### src/rtl/fill_pkg.sv
// Shared types and coordinate layout for the fill path (scheduler, fill_wrapper, rasterizer).
package fill_pkg;
  localparam int X_START_LSB = 36;
  localparam int Y_START_LSB = 24;
  localparam int X_END_LSB   = 12;
  localparam int Y_END_LSB   = 0;

  typedef struct packed {
    logic [47:0] coords;
    logic [23:0] color;
    logic [1:0]  texture;
    logic        fill_type;
    logic        layer;
  } fill_cmd_t;

  typedef enum logic [2:0] {
    S_IDLE,
    S_CHECK,
    S_ISSUE,
    S_WAIT,
    S_COMPLETE
  } fill_sched_state_t;
endpackage

### src/rtl/rr_arbiter2.sv
// Two-way round-robin grant; on a tie the requester that did not win last time is chosen.
module rr_arbiter2 (
  input  logic [1:0] req,
  input  logic       last_grant,
  output logic [1:0] gnt,
  output logic       gnt_idx
);
  always_comb begin
    gnt_idx = ~last_grant;
    if (req == 2'b01)      gnt_idx = 1'b0;
    else if (req == 2'b10) gnt_idx = 1'b1;
    gnt = '0;
    if (|req) gnt[gnt_idx] = 1'b1;
  end
endmodule

### src/rtl/fill_scheduler.sv
// Arbitrates two requesters onto one fill_wrapper: capture, bbox check, issue, wait with watchdog, complete.
module fill_scheduler
  import fill_pkg::*;
#(
  parameter int NUM_REQ        = 2,
  parameter int COORD_W        = 12,
  parameter int TIMEOUT_CYCLES = 1048575,
  parameter int CNT_W          = 20
) (
  input  logic                         clk,
  input  logic                         n_rst,
  input  logic [NUM_REQ-1:0]           req_valid,
  output logic [NUM_REQ-1:0]           req_ready,
  input  logic [NUM_REQ-1:0][47:0]     req_coordinates,
  input  logic [NUM_REQ-1:0][23:0]     req_color_code,
  input  logic [NUM_REQ-1:0][1:0]      req_texture_code,
  input  logic [NUM_REQ-1:0]           req_fill_type,
  input  logic [NUM_REQ-1:0]           req_layer_num,
  output logic [NUM_REQ-1:0]           cmp_valid,
  output logic                         cmp_err,
  output logic                         fill_en,
  input  logic                         fill_done,
  output logic [47:0]                  coordinates,
  output logic [23:0]                  color_code,
  output logic [1:0]                   texture_code,
  output logic                         fill_type,
  output logic                         layer_num,
  output logic                         busy,
  output logic                         err_timeout,
  input  logic                         err_clr
);
  fill_sched_state_t state_q, state_d;
  fill_cmd_t         cmd_q, cmd_d;
  logic              owner_q, owner_d;
  logic              last_grant_q, last_grant_d;
  logic              err_q, err_d;
  logic              err_timeout_q, err_timeout_d;
  logic [CNT_W-1:0]  wd_q, wd_d;

  logic [1:0]        gnt;
  logic              gnt_idx;
  logic [COORD_W-1:0] xs, ys, xe, ye;

  rr_arbiter2 u_arb (
    .req        (req_valid),
    .last_grant (last_grant_q),
    .gnt        (gnt),
    .gnt_idx    (gnt_idx)
  );

  assign xs = cmd_q.coords[X_START_LSB +: COORD_W];
  assign ys = cmd_q.coords[Y_START_LSB +: COORD_W];
  assign xe = cmd_q.coords[X_END_LSB   +: COORD_W];
  assign ye = cmd_q.coords[Y_END_LSB   +: COORD_W];

  always_comb begin
    state_d       = state_q;
    cmd_d         = cmd_q;
    owner_d       = owner_q;
    last_grant_d  = last_grant_q;
    err_d         = err_q;
    wd_d          = wd_q;
    err_timeout_d = err_clr ? 1'b0 : err_timeout_q;
    case (state_q)
      S_IDLE: begin
        if (|(req_valid & req_ready)) begin
          cmd_d.coords    = req_coordinates[gnt_idx];
          cmd_d.color     = req_color_code[gnt_idx];
          cmd_d.texture   = req_texture_code[gnt_idx];
          cmd_d.fill_type = req_fill_type[gnt_idx];
          cmd_d.layer     = req_layer_num[gnt_idx];
          owner_d         = gnt_idx;
          last_grant_d    = gnt_idx;
          state_d         = S_CHECK;
        end
      end
      S_CHECK: begin
        if ((xs > xe) || (ys > ye)) begin
          err_d   = 1'b1;
          state_d = S_COMPLETE;
        end else begin
          err_d   = 1'b0;
          state_d = S_ISSUE;
        end
      end
      S_ISSUE: begin
        wd_d    = '0;
        state_d = S_WAIT;
      end
      S_WAIT: begin
        // done takes priority over a coincident watchdog expiry
        if (fill_done) begin
          err_d   = 1'b0;
          state_d = S_COMPLETE;
        end else if (wd_q == CNT_W'(TIMEOUT_CYCLES - 1)) begin
          err_d         = 1'b1;
          err_timeout_d = 1'b1;
          state_d       = S_COMPLETE;
        end else begin
          wd_d = wd_q + 1'b1;
        end
      end
      S_COMPLETE: state_d = S_IDLE;
      default:    state_d = S_IDLE;
    endcase
  end

  always_ff @(posedge clk) begin
    if (!n_rst) begin
      state_q       <= S_IDLE;
      cmd_q         <= '0;
      owner_q       <= 1'b0;
      last_grant_q  <= 1'b1;
      err_q         <= 1'b0;
      err_timeout_q <= 1'b0;
      wd_q          <= '0;
    end else begin
      state_q       <= state_d;
      cmd_q         <= cmd_d;
      owner_q       <= owner_d;
      last_grant_q  <= last_grant_d;
      err_q         <= err_d;
      err_timeout_q <= err_timeout_d;
      wd_q          <= wd_d;
    end
  end

  assign req_ready    = (state_q == S_IDLE) ? gnt : '0;
  assign fill_en      = (state_q == S_ISSUE);
  assign cmp_valid    = (state_q == S_COMPLETE) ? (2'b01 << owner_q) : '0;
  assign cmp_err      = (state_q == S_COMPLETE) & err_q;
  assign busy         = (state_q != S_IDLE);
  assign err_timeout  = err_timeout_q;
  assign coordinates  = cmd_q.coords;
  assign color_code   = cmd_q.color;
  assign texture_code = cmd_q.texture;
  assign fill_type    = cmd_q.fill_type;
  assign layer_num    = cmd_q.layer;
endmodule

### config.mk
export PLATFORM = sky130hd
export DESIGN_NAME = fill_scheduler
export DESIGN_NICKNAME = d
export VERILOG_FILES = /design/src/rtl/fill_pkg.sv /design/src/rtl/rr_arbiter2.sv /design/src/rtl/fill_scheduler.sv
export SDC_FILE = /design/constraint.sdc
export NUM_CORES = 1
export LEC_CHECK = 0
export CAP_MARGIN = 10
export CORE_AREA = 2 2 127 129
export DETAILED_ROUTE_END_ITERATION = 10
export DIE_AREA = 0 0 129 131
export GPL_TIMING_DRIVEN = 0
export PLACE_DENSITY = 0.78
export SETUP_SLACK_MARGIN = 0.4
export SYNTH_ARGS = -nofsm -noshare
export SYNTH_HDL_FRONTEND = slang
export SYNTH_HIERARCHICAL = 1
export SYNTH_SLANG_ARGS = --single-unit
export TNS_END_PERCENT = 50
### constraint.sdc
create_clock -name clk -period 3.3 [get_ports clk]
set_input_delay 0.495 -clock clk [delete_from_list [all_inputs] [get_ports clk]]
set_output_delay 0.495 -clock clk [all_outputs]
set_load 0.005 [all_outputs]
; Word level (Yosys, flattened, before mapping)
; Cells that the tools add are included.
[totals]
register_bits = 103
in_bits = 158
output_inout_bits = 84
wordCells = 76
[op_classes]
n_addsub = 1
magnitude_cmp = 4
n_eq_ne = 11
n_shift = 1
mux = 33
n_bitwise = 3
n_reduce_logical = 12
[op_table]
columns = op, count
row1 = two-way mux 48 bit, 2
row2 = two-way mux 24 bit, 2
row3 = two-way mux 20 bit, 2
row4 = case mux 20 bit (2 select lines), 1
row5 = greater-than comparator 12 bit, 2
row6 = adder 20 x 1 -> 20 bit (second input constant), 1
row7 = == test 20 bit (second input constant), 1
row8 = two-way mux 1 bit, 14
row9 = two-way mux 3 bit, 4
row10 = case mux 3 bit (4 select lines), 1
row11 = two-way mux 2 bit, 5
row12 = == test 3 x 2 -> 1 bit (second input constant), 2
row13 = inequality test 2 bit (second input constant), 3
row14 = AND reduction 2 bit, 3
row15 = nonzero test 2 bit, 2
row16 = OR reduction 2 bit, 2
row17 = == test 3 x 1 -> 1 bit (second input constant), 1
row18 = == test 3 bit (second input constant), 1
row19 = logical NOT 3 bit, 1
row20 = inequality test 3 bit (second input constant), 1
row21 = AND reduction 3 bit, 1
row22 = nonzero test 3 bit, 1
row23 = bitwise AND 2 bit, 1
row24 = == test 2 x 1 -> 1 bit (second input constant), 1
row25 = other kinds (10), 10

; Longest topological paths before layout
[logic_depth]
depth_word = 13
ltp_mapped = 9
depth_no_buf = 8

; Cells and area by module
; The synthesis kept the hierarchy.
[modules_own_cells]
columns = mod, n_inst, cells_each, area_each_um2, seq_area_each_um2
row1 = fill_scheduler, 1, 587, 5275.1, 2062.0
row2 = rr_arbiter2, 1, 4, 30.0, 0.0

; Worst setup path before layout
; No wires, ideal clock.
[synth_path]
path_type = in2reg
start = input req_valid[1]
end = register cmd_q (netlist bit coordinates[18])
setup_time_ns = 0.134
arrival_ns = 1.727
t_required_ns = 3.166
slack_ns = 1.439
stages = 7
path_buffers = 3
path_cell_list = a21boi_2 > o21bai_1 > clkbuf_1 > buf_2 > buf_2 > mux2i_1 > a211oi_1
[synth_between]
elab_chain_cells = 12
word_cells_on_any_way = 17
classes_between = order compare: 2 / eq/ne: 2 / mux: 8 / bitwise: 1 / reduce/logical: 4
[synth_lines]
columns = element, line
row1 = start: declaration, fill_scheduler.sv:12  ; input logic [NUM_REQ-1:0] req_valid,
row2 = == test 2 bit, rr_arbiter2.sv:11  ; else if (req == 2'b10) gnt_idx = 1'b1;
row3 = two-way mux 1 bit, rr_arbiter2.sv:11
row4 = two-way mux 1 bit *, rr_arbiter2.sv:10  ; if (req == 2'b01) gnt_idx = 1'b0;
row5 = net gnt_idx, fill_scheduler.sv:41  ; logic gnt_idx;
row6 = < comparator 1 x 2 -> 1 bit (implied by the code) / >= comparator 1 bit (equally long branches), rr_arbiter2.sv:13  ; if (|req) gnt[gnt_idx] = 1'b1;
row7 = logical AND 1 bit (implied by the code), rr_arbiter2.sv:13
row8 = two-way mux 1 bit (implied by the code), rr_arbiter2.sv:13
row9 = demux 1 bit (select 1 bit), --
row10 = two-way mux 2 bit, rr_arbiter2.sv:13
row11 = two-way mux 2 bit, fill_scheduler.sv:128  ; assign req_ready = (state_q == S_IDLE) ? gnt : '0;
row12 = bitwise AND 2 bit, fill_scheduler.sv:66  ; if (|(req_valid & req_ready)) begin
row13 = OR reduction 2 bit, fill_scheduler.sv:66
row14 = AND reduction 2 bit (no source line), --
row15 = end signal: assignment, fill_scheduler.sv:119  ; cmd_q <= cmd_d;
row16 = end: declaration, fill_scheduler.sv:33  ; fill_cmd_t cmd_q, cmd_d;
; Mark *: on every way through the listed nets, which the timed path passes. The rest lies on a longest branch. The select of a mux whose other input is x is not followed.
; A chain may end at the register's enable or synchronous reset.

; Final worst setup path
[layout_path]
start = input req_valid[1]
end = register cmd_q (netlist bit coordinates[26])
[layout_between]
elab_chain_cells = 12
word_cells_on_any_way = 17
classes_between = order compare: 2 / eq/ne: 2 / mux: 8 / bitwise: 1 / reduce/logical: 4
[layout_lines]
columns = element, line
row1 = == test 2 bit, rr_arbiter2.sv:11
row2 = two-way mux 1 bit, rr_arbiter2.sv:11
row3 = two-way mux 1 bit, rr_arbiter2.sv:10
row4 = < comparator 1 x 2 -> 1 bit (implied by the code) / >= comparator 1 bit (equally long branches), rr_arbiter2.sv:13
row5 = logical AND 1 bit (implied by the code), rr_arbiter2.sv:13
row6 = two-way mux 1 bit (implied by the code), rr_arbiter2.sv:13
row7 = demux 1 bit (select 1 bit), --
row8 = two-way mux 2 bit *, rr_arbiter2.sv:13
row9 = net gnt[1], fill_scheduler.sv:40  ; logic [1:0] gnt;
row10 = two-way mux 2 bit *, fill_scheduler.sv:128
row11 = bitwise AND 2 bit *, fill_scheduler.sv:66
row12 = OR reduction 2 bit *, fill_scheduler.sv:66
row13 = AND reduction 2 bit (no source line) *, --
; Marked as above.

==> summary.txt <==
Synth
  • Synthesized Nets: 775
  • Synth Flop Type: dfxtp_1
  • Mapped cell area: 5310 um2
  • Share of synthesized area occupied by flip-flops and latches: 0.389
  • Post-synth ARST share: 0
  • Avg Cell Area, Syn: between 8 and 9 um2
  • EDFF count, synth: 0
  • Gate Count Post-Synth: a little under 600
  • Count of cell types in the netlist: 51
  • Yosys reg bits: 103
  • Synth warn: 6

Die
  • Core region area: 15600 um2
  • Die height: 131 um
  • Num ports: 242
  • Die W: 129 um
  • DIE AREA: 16900 um2
  • Initial cell density of the core: 0.340
  • Row cnt: 46

STA
  • Unrepaired setup endpoints after global routing: no
  • Fin. Hold Viols: 0
  • Rel. slew slack: 0.445
  • Worst Skew: 8.89 ps
  • Fmax: 366 MHz
  • Final count of negative-setup-slack endpoints: 0
  • Hold Slack: 497 ps
  • Worst Tran Pin Value: between 800 and 900 ps
  • Period utilization: 0.829
  • Fin. max-slew vios: 0
  • Final min period: 2730 ps
  • Setup TNS Final: 0 ps
  • Worst setup margin: about 570 ps

Placed design
  • I/O Buffers: roughly 240
  • Hpwl dp: 13400 um
  • Pre-CTS setup slack: approximately 140 ps
  • Dpl cell area: 7990 um2
  • Placed insts: around 1000
  • Routability congestion estimate: 0.823

Outcome
  • Status: finished, final reports clean

Global route
  • Vias in the first global route: 5232
  • Congestion Overflow GR: 0
  • Global-route wire length before repair: 26500 um
  • Antenna violations before repair: 1
  • Largest net degree at the start of global routing: 16
  • GRT Overall Usage: 0.202

Worst hold path
  • HP Start: color_code[16]
  • Hold Path Depth: 2
  • Hold path endpoint: color_code[16]
  • HP Class: register to register

Power and ir drop
  • Power per cell area: 724 nW/um2
  • Leakage: between 3 and 4 nW
  • VDD IR max: 0.291 mV

Clock tree
  • H-tree Lvls: 3
  • CTS tree: built
  • Post_cts resized: 0
  • Post-CTS setup buffers: 0
  • Clock Latency Late Sink: 350 ps
  • Worst-path clk slew: roughly 70 ps
  • Hold Buf Count CTS: 0
  • Root buf cell: clkbuf_16
  • Clk buf depth: 2
  • Clk sinks: 103
  • TritonCTS Buffers: 9

Final layout
  • Nets: 1027
  • Commonest non-fill, non-tap cell in the layout: clkdlybuf4s50_1
  • Synth-to-Final Area Change: 56.4%
  • Share of cells above drive strength 1: 0.0614
  • Commonest cells after routing, fill and taps aside: 241 x clkdlybuf4s50_1, 107 x nor2_1, 103 x dfxtp_1
  • Non-Filler Instances: about 1100
  • Finished Cell Area: 8300 um2

Drt
  • Routed wl met3: 1210 um
  • Vias: 5203
  • Initial DRC Count: ~220
  • Drt wl/cell: ~16 um
  • First-pass DRT Iterations: 4
  • Final WL: 17000 um
  • DR top layer: met4
  • Vias per Instance: 4.89
  • Residual DRC count: 0
  • Met1 wire length: 7350 um
  • Total length of routed met2 wires: ~8000 um
  • Remaining antenna violation count after routing: 0

Worst setup path
  • Required @ worst endpoint: roughly 3500 ps
  • FF-to-FF path depth: 7
  • Critical R2R Launch: last_grant_q
  • Crit path DAT: 2950 ps
  • Crit path kind: primary input to register
  • Worst R2R Setup Slack: 900 ps
  • Worst flop-to-flop path endpoint: coordinates[26]
  • CP Capture Type: register
  • Nature of the critical path startpoint: primary input
  • Crit Path Max Fanout: 10

Flow run
  • Max-cap violations: 0
==> state kept, by name (all words and copies together) (netlist names) <==
| register | count |
|---|---|
| state_q | 3 |
| layer_num | 1 |
| wd_q | 20 |
| color_code | 24 |
| err_q | 1 |
| coordinates | 48 |
| fill_type | 1 |
| texture_code | 2 |
| last_grant_q | 1 |
| owner_q | 1 |
| err_timeout | 1 |
==> worst max-delay path by stage <==
stage / start / endpoint / slack (ps)
floorplan: req_valid[1] / coordinates[18] / 1440
global placement: req_valid[1] / coordinates[21] / 150
detailed placement: req_valid[1] / coordinates[21] / 140
CTS: req_valid[1] / coordinates[21] / 500
global route: req_valid[1] / coordinates[21] / 430
finish: req_valid[1] / coordinates[26] / 570
==> power breakdown <==
part | switching (mW) | internal (mW)
clock network | 0.476 | 0.649
registers | 0.259 | 1.60
logic | 1.51 | 1.52
total | 2.24 | 3.77
==> area by class of cell <==
class                   instances  area, um2
clock buffers                  13        270
plain buffers                  37        171
well taps                     216        270
multi-input cells             417       2940
repair buffers                241       2410
diodes                          1       2.50
inverters                      34        128
fillers                      1450       7300
flip-flops and latches        103       2060
clock inverters                 2       38.8
==> synth_stat cells, drive strengths merged (3+ instances only) <==
| cell type | n | area [um2] |
|---|---|---|
| nor2 | 108 | 413 |
| mux2i | 77 | 771 |
| clkbuf | 15 | 56.3 |
| a31oi | 3 | 18.8 |
| xnor2 | 4 | 35.0 |
| nand2 | 18 | 75.1 |
| ha | 26 | 325 |
| a21oi | 19 | 95.1 |
| o21ai | 10 | 50.0 |
| nand4 | 13 | 87.6 |
| xor2 | 11 | 96.3 |
| nor2b | 4 | 25.0 |
| nand3 | 10 | 72.6 |
| dfxtp | 103 | 2060 |
| inv | 34 | 128 |
| and2 | 4 | 25.0 |
| nor3 | 8 | 45.0 |
| buf | 22 | 115 |
| a211oi | 76 | 571 |
| and3 | 3 | 20.0 |
==> metal layers <==
layer / vias up / track usage
met4: 0 / 0.0838
met3: 30 / 0.0472
met2: 201 / 0.344
li1: 2616 / -
met5: - / 0
met1: 2356 / 0.247
==> per-stage QoR <==
stage                     total power, mW  utilization
after global placement               4.87        0.512
after floorplan                      3.47            -
after global routing                 6.46        0.532
after detailed placement             4.93        0.512
after CTS                            6.08        0.532
final                                6.01        0.532
==> worst max-delay path, stage by stage <==
cell             delay, ps
clkdlybuf4s50_1        500
a21boi_2               200
o21bai_1               130
clkbuf_1               300
buf_2                  410
buf_2                  470
mux2i_1                340
a211oi_1               110
==> cell families (layout without fill, tap and decap cells) <==
group,Yosys count,after routing,synth area share
other cells,0,1,0
flops,103,103,0.389
simple gates,179,179,0.164
mux,77,77,0.145
fa+ha+maj,26,26,0.0613
compound gates,120,120,0.160
xor+xnor,15,15,0.0248
buf+inv,71,327,0.0564
(Power assumes the default switching activity.)
==> variant: new RTL, same flow settings <==
The 5 states of `fill_sched_state_t` get a one-hot encoding in 5 bits.
--- a/src/rtl/fill_pkg.sv
+++ b/src/rtl/fill_pkg.sv
@@ -15,8 +15,8 @@
 
-  typedef enum logic [2:0] {
-    S_IDLE,
-    S_CHECK,
-    S_ISSUE,
-    S_WAIT,
-    S_COMPLETE
+  typedef enum logic [4:0] {
+    S_IDLE     = 5'b00001,
+    S_CHECK    = 5'b00010,
+    S_ISSUE    = 5'b00100,
+    S_WAIT     = 5'b01000,
+    S_COMPLETE = 5'b10000
   } fill_sched_state_t;
Function: no difference found for any inputs over 4 cycles, from zero or initial values and one cycle with n_rst low; so few cycles prove little.
==> variant against the unedited design <==
- synthesized area is 6.2% higher
- sequential share of layout area decreased by 0.41 points
- critical path type unchanged
- sequential cell count is 2 higher
- final area grew 3.6%
- routed wire length increased by 4.7%
- setup slack better by 0.033 ns
- highest routed layer unchanged
- critical endpoint is now coordinates[25]
Power is not compared: it rests on default switching activity, and its combinational part moved more than twofold at a synthesized area within 25%.
==> variant: results (changes against the unedited design) <==
set qor(outcome) {finished, final reports clean}
set qor(synth_cell_types) 55 ;# +7.8%
set qor(syn_inst) 606 ;# +2.5%
set qor(rr_worst_depth) 8 ;# +1
set qor(finalNetCount) 1041 ;# +1.4%
set qor(final_period_util_pct) 81.88 ;# -0.99 points
set qor(dp_hpwl_um) 13920 ;# +3.9%
set qor(numPortBuffers) 240 ;# -0.41%
set qor(crit-reg2reg-capture) {coordinates[25]}
set qor(drt_first_iter_violations) 302 ;# +40%
set qor(fin_hold_ws_ns) 0.4990 ;# +0.001662 ns
set qor(first_global_vias) 5350 ;# +2.3%
set qor(routed-via-count) 5492 ;# +5.6%
set qor(antenna_cells) 0 ;# -1
set qor(dpl.cell_count) 1062 ;# +1.3%
set qor(cp_data_arrival_time_ns) 2.96 ;# about the same
set qor(largest_net_degree_at_the_start_of_global_routing) 20 ;# +4
set qor(seq_area_frac_synth_pct) 37.32 ;# -1.6 points
set qor(ys_top_cells_by_count) {sky130_fd_sc_hd__dfxtp_1 (105), sky130_fd_sc_hd__nand2_1 (88), sky130_fd_sc_hd__mux2i_1 (76), sky130_fd_sc_hd__o211a_1 (76), sky130_fd_sc_hd__inv_1 (28)}
set qor(post_route_skew_ns) 0.01101 ;# +0.002122 ns
set qor(place_area_mm2) 0.008305 ;# +4.0%
set qor(ys_top_cells_by_area) {sky130_fd_sc_hd__dfxtp_1 (37%), sky130_fd_sc_hd__mux2i_1 (14%), sky130_fd_sc_hd__o211a_1 (14%), sky130_fd_sc_hd__nand2_1 (5.9%), sky130_fd_sc_hd__ha_1 (5.8%)}
set qor(min_from) {wd_q[19]}
set qor(max_slew.worst_pin.slew_ns) 0.7475 ;# -0.08557 ns
set qor(synthesis.nets) 790 ;# +1.9%
set qor(groute.usage.overall_pct) 20.88 ;# +0.67 points
[variant: cell types whose count changed after synthesis, sizes merged, moves of 4 or more]
cell / change
o211a: +76
o21a: +5
a211oi: -73
or3: +4
a21oi: -4
and2: +8
nand2: +70
nand3: +4
clkbuf: +14
nor2: -85
xor2: -6
inv: -6
buf: -11
a21boi: +5
[variant: where the power goes]
group          leakage, nW  internal (mW)  total (mW)  switching (mW)
Combinational         3.01          0.787        1.42           0.636
Sequential           0.862           1.43        1.55           0.122
Clock                0.135          0.527        1.07           0.540
Total                 4.01           2.74        4.04            1.30
[variant: how the worst max path moves through the flow]
stage / startpoint / end
finish: req_valid[1] / coordinates[25]
global route: req_valid[0] / coordinates[45]
CTS: req_valid[1] / coordinates[25]
detailed placement: req_valid[1] / coordinates[25]
global placement: req_valid[1] / coordinates[25]
floorplan: req_valid[1] / coordinates[18]
[variant: per-layer routing]
metal	track usage, %	up-vias	part of all wire, %	routed length (um)
met4	5.946	0	1.8	325
met2	36.20	180	50	8854
li1	-	2684	-	-
met3	7.329	25	7.5	1341
met5	0	-	0	0
met1	24.54	2603	41	7297
[variant: cells by family after synthesis]
kind of cell / Yosys count / share of synthesized area, %
simple gates: 186 / 16.13
compound gates: 133 / 20.21
flops: 105 / 37.32
mux: 76 / 13.51
buf+inv: 69 / 5.353
fa+ha+maj: 26 / 5.775
xor+xnor: 11 / 1.710
[variant: layout make-up]
cell class              instances  area, um2
inverters                      28      105.1
clock inverters                 7      66.31
well taps                     216      270.3
multi-input cells             432       3229
fillers                      1469       6997
clock buffers                   9      225.2
flip-flops and latches        105       2102
repair buffers                240       2402
plain buffers                  41      200.2
[variant: what timing repair did]
action                                  in CTS  in global routing
hold buffers                                 0                  0
resized for setup                            5                  1
setup buffers                                0                  0
endpoints found under the setup margin      20                  3
